### src/rtl/mulu_m7q7_seq.sv
// mulu_m7q7_seq: sequencing controller for the m7q7 unsigned multiplier.
// Assembles start/operands from the two edge-capture lanes, runs a WIDTH-cycle
// shift-add multiply and presents the product one byte at a time.
module mulu_m7q7_seq #(
  parameter int WIDTH = 7
) (
  input  logic       clk,
  input  logic       rst_n,
  input  logic [7:0] in_pos,
  input  logic [7:0] in_neg,
  output logic [7:0] out,
  output logic       busy,
  output logic       done
);

  localparam int PW = 2 * WIDTH;

  typedef enum logic [1:0] {
    S_IDLE = 2'd0,
    S_MUL  = 2'd1,
    S_DONE = 2'd2
  } state_t;

  state_t           r_state;
  logic [2:0]       r_cnt;
  logic [WIDTH-1:0] r_a;
  logic [WIDTH-1:0] r_b;
  logic [PW-1:0]    r_p;
  logic             r_start_q;

  logic             w_start;
  logic [7:0]       w_b8;
  logic [PW-1:0]    w_addend;
  logic [15:0]      w_p16;

  // Rising edge of the start bit; a held start never re-triggers.
  assign w_start  = in_pos[7] & ~r_start_q;
  // B widened to 8 bits so the 3-bit counter indexes it without width games.
  assign w_b8     = 8'(r_b);
  assign w_addend = PW'(r_a) << r_cnt;
  // Zero-extended product; the upper byte reads 0 for bits beyond 2*WIDTH.
  assign w_p16    = 16'(r_p);

  // Control FSM plus the shift-add datapath.
  always_ff @(posedge clk) begin
    if (!rst_n) begin
      r_state   <= S_IDLE;
      r_cnt     <= '0;
      r_a       <= '0;
      r_b       <= '0;
      r_p       <= '0;
      r_start_q <= 1'b0;
    end else begin
      r_start_q <= in_pos[7];
      case (r_state)
        S_IDLE, S_DONE: begin
          // DONE accepts a new start directly; P is held otherwise.
          if (w_start) begin
            r_a     <= in_pos[WIDTH-1:0];
            r_b     <= in_neg[WIDTH-1:0];
            r_p     <= '0;
            r_cnt   <= '0;
            r_state <= S_MUL;
          end
        end
        S_MUL: begin
          // Starts arriving here are dropped on purpose.
          if (w_b8[r_cnt]) r_p <= r_p + w_addend;
          if (r_cnt == 3'(WIDTH - 1)) begin
            r_state <= S_DONE;
          end else begin
            r_cnt <= r_cnt + 3'd1;
          end
        end
        default: r_state <= S_IDLE;
      endcase
    end
  end

  // Status flags decode straight from the state register.
  always_comb begin
    busy = (r_state == S_MUL);
    done = (r_state == S_DONE);
  end

  // Byte select follows in_neg[7] with no added latency.
  always_comb begin
    out = in_neg[7] ? w_p16[15:8] : w_p16[7:0];
  end

endmodule
### config.mk
export PLATFORM = sky130hd
export DESIGN_NAME = mulu_m7q7_seq
export DESIGN_NICKNAME = d
export VERILOG_FILES = /design/src/rtl/mulu_m7q7_seq.sv
export SDC_FILE = /design/constraint.sdc
export NUM_CORES = 1
export LEC_CHECK = 0
export ABC_AREA = 1
export CORE_MARGIN = 10
export CORE_UTILIZATION = 55
export DETAILED_ROUTE_END_ITERATION = 10
export PLACE_DENSITY_LB_ADDON = 0.3
export SLEW_MARGIN = 30
export SYNTH_ARGS = -nofsm -noshare
export SYNTH_HDL_FRONTEND = slang
export SYNTH_SLANG_ARGS = --single-unit
### constraint.sdc
create_clock -name clk -period 5.9 [get_ports clk]
set_input_delay 0.59 -clock clk [delete_from_list [all_inputs] [get_ports clk]]
set_output_delay 0.59 -clock clk [all_outputs]
set_load 0.03 [all_outputs]
==> metrics.md <==
| Metric | Value |
|---|---|
| Initial antenna violation count | `0` |
| Crit path max fanout | `10` |
| Unrepaired setup endpoints after global routing | `no` |
| Crit path from | `in_neg[7]` |
| Worst-skew pair later-pin latency | `about 0.29 ns` |
| Peak supply drop | `around 0.00013 V` |
| First-pass GRT wire length | `between 10000 and 15000 µm` |
| CP Class | `input pin to output port` |
| Final period util | `about half` |
| Detailed Route WL | `~6200 µm` |
| End of the critical path | `out[0]` |
| Area grow syn2layout | `13.5%` |
| Power share of the sequential group | `43.6%` |
| Startpoint Class | `input pin` |
| Nets | `449` |
| Final setup viols | `0` |
| GRT Total Usage | `16.3%` |
| Cell row count | `24` |
| Post-cts sizing count | `0` |
| Worst slew pin tran | `between 0.9 and 1 ns` |
| Gate Count Post-Synth | `just under 400` |
| Drt pass-1 iters | `5` |
| Switching part of the total | `about a third` |
| Post-synth top area share | `between 20 and 30%` |
| I/O Buffers | `27` |
| Reg-to-reg endpoint | `r_p[10]` |
| Die Y | `a little under 90 µm` |
| Max Cap Viol | `0` |
| Core area | `~0.0044 mm²` |
| Post-Synthesis Cell Area | `between 0.002 and 0.003 mm²` |
| Final instance area | `about 0.0028 mm²` |
| Lkg Pwr | `approximately 1.3 nW` |
| # IOs | `28` |
| RePlAce Congestion | `roughly 0.94` |
| Area of the multi-input gates | `0.00150 mm²` |
| Hold Path Class | `flop to flop` |
| Seq. cell area | `about 700 µm²` |
| Yosys cell types | `37` |
| Ys flop type | `dfxtp_1` |
| Antenna Cells | `0` |
| Placed Instance Area | `roughly 0.0028 mm²` |
| Relative slew slack | `about two fifths` |
| Dominant cells by area after synthesis | `dfxtp_1 27%, nand2_1 14%, inv_1 8.4%, ha_1 7.5%, nor2_1 6.9%` |
| H-tree Lvls | `2` |
| Die Footprint | `around 0.0077 mm²` |
| Number of synthesized flops with an enable pin | `0` |
| Routed wire per std cell | `13.2 µm` |
| Sw power | `roughly 200 µW` |
| Residual DRC count | `0` |
| CTS hold repair buffers | `0` |
| DRT antenna net count | `0` |
| Worst Path Required | `5.31 ns` |
| Root buf cell | `clkbuf_8` |
| Synth Register Bits | `34` |
| Most frequent cells in the layout | `95 x nand2_1, 56 x inv_1, 46 x nor2_1` |
| Clock buffer depth | `2` |
| Peak Freq | `around 340 MHz` |
| CTS buffer count | `5` |
| Combinational power share | `26.1%` |
| Vias | `between 2000 and 3000` |
| Worst r2r path cells | `11` |
| Arrival @ worst endpoint | `between 2 and 2.5 ns` |
| Power Density | `between 200 and 250 mW/mm²` |
| Asr flop ratio synth | `0%` |
| Seq/Total Area, Yosys | `between 20% and 30%` |
| HPWL Detailed | `4710 µm` |
| Setup TNS | `0 ns` |
| Reg2reg setup slack | `between 3 and 4 ns` |
| Mapped Nets | `approximately 430` |
| Clock transition at path regs | `approximately 0.07 ns` |
| Die width | `87.6 µm` |
| Fin. Hold Viols | `0` |
| Starting Density | `approximately 57%` |
| Pint | `around 400 µW` |
| Launch point of the worst reg-to-reg path | `r_cnt[0]` |
| Final slew viol count | `0` |
| Largest net degree at the start of global routing | `27` |
| Area leader, netlist | `dfxtp_1` |
| Sink Count | `34` |
| Drt initial violations | `177` |
| CP endpoint kind | `output port` |
| Setup Skew | `slightly below 0.007 ns` |
| Via density | `approximately 5.4` |
| Overflow after GRT | `0` |
| Fraction of layout cells with a size suffix above 1 | `between 6 and 7%` |
| Yosys synthesis warning count | `0` |
| Status | `finished clean` |
| Commonest non-fill, non-tap cell in the layout | `nand2_1` |
| TritonCTS clock tree | `done` |
| Part of the power in the clock network | `30.4%` |
| # Post-CTS Setup Buffers | `0` |
| Filler cells | `between 400 and 500` |
| Fin crit period | `~3 ns` |
| Syn_area_per_cell | `between 6 and 7 µm²` |
| Number of global-route vias before repair | `~2200` |
-- critical path: stages --
cell and delay, ns:
clkdlybuf4s50_1 0.75, mux2_2 0.39, clkdlybuf4s50_1 0.59
-- state kept, by name, summed over array words and instances (netlist names) --
name and flops:
r_a 7, r_p 14, r_cnt 3, r_state 2
r_b 7, r_start_q 1
-- through the flow --
step / power (mW) / hold slack [ns] / util (%) / cells / setup WS (ns)
5_1_grt: 0.632 / 0.480 / 65.0 / 468 / 2.75
6_report: 0.598 / 0.452 / 65.0 / 468 / 2.98
3_5_place_dp: 0.421 / 0.445 / 62.9 / 460 / 2.96
2_1_floorplan: 0.378 / 0.429 / - / 394 / 3.68
4_1_cts: 0.600 / 0.456 / 65.0 / 468 / 2.96
3_3_place_gp: 0.417 / 0.444 / 62.9 / 460 / 2.95
-- Yosys cell counts (2+ instances only) --
cell,number
nand3_1,27
nor2_1,46
o21ai_1,5
nand3_2,4
dfxtp_1,34
a21oi_2,2
buf_6,3
mux2i_1,3
mux2_2,4
buf_2,2
inv_1,56
a21oi_1,28
nand3b_1,3
nand4_1,5
o21ai_0,34
nand2_1,95
inv_2,3
xnor2_1,2
clkbuf_1,6
ha_1,15
-- cells by family (layout without fill, tap and decap cells) --
logic type | Yosys count | count (layout) | synth area share, %
AOI/OAI and AO/OA | 73 | 73 | 15.2
xor gates and xnor gates | 3 | 3 | 1.05
adders and majority gates | 16 | 16 | 8.28
buffers and inverters | 75 | 97 | 13.0
DFF | 34 | 34 | 27.1
muxes | 7 | 7 | 2.99
and+or+nand+nor | 186 | 186 | 32.4
-- routing by layer --
layer / up-vias / share of wire [%] / track usage (%)
li1: 1301 / - / -
met5: - / 0 / 0
met4: 0 / 1.3 / 4.64
met3: 11 / 8.8 / 4.46
met1: 1130 / 46 / 21.9
met2: 83 / 43 / 25.1
-- final cells by class --
cell class | count | area share, %
Inverter | 62 | 8.30
Sequential cell | 34 | 23.9
Clock buffer | 7 | 3.03
Timing Repair Buffer | 27 | 9.49
Tap cell | 52 | 2.28
Clock inverter | 1 | 0.176
Multi-Input combinational cell | 285 | 52.8
-- how the worst min path moves through the flow --
stage / from / to / slack, ns / cells past startpoint
CTS: r_b[1] / r_b[1] / 0.46 / 2
finish: r_b[1] / r_b[1] / 0.45 / 2
global route: r_b[5] / r_b[5] / 0.48 / 2
floorplan: r_b[1] / r_b[1] / 0.43 / 2
global placement: r_b[5] / r_b[5] / 0.44 / 2
detailed placement: r_b[1] / r_b[1] / 0.45 / 2
-- power groups by stage --
stage	clock network, mW	registers, mW	logic, mW
after global routing	0.194	0.262	0.176
after CTS	0.184	0.260	0.157
final	0.181	0.260	0.156
after global placement	0	0.265	0.152
after floorplan	0	0.258	0.119
after detailed placement	0	0.265	0.156
Power figures use the tool's default switching activity.
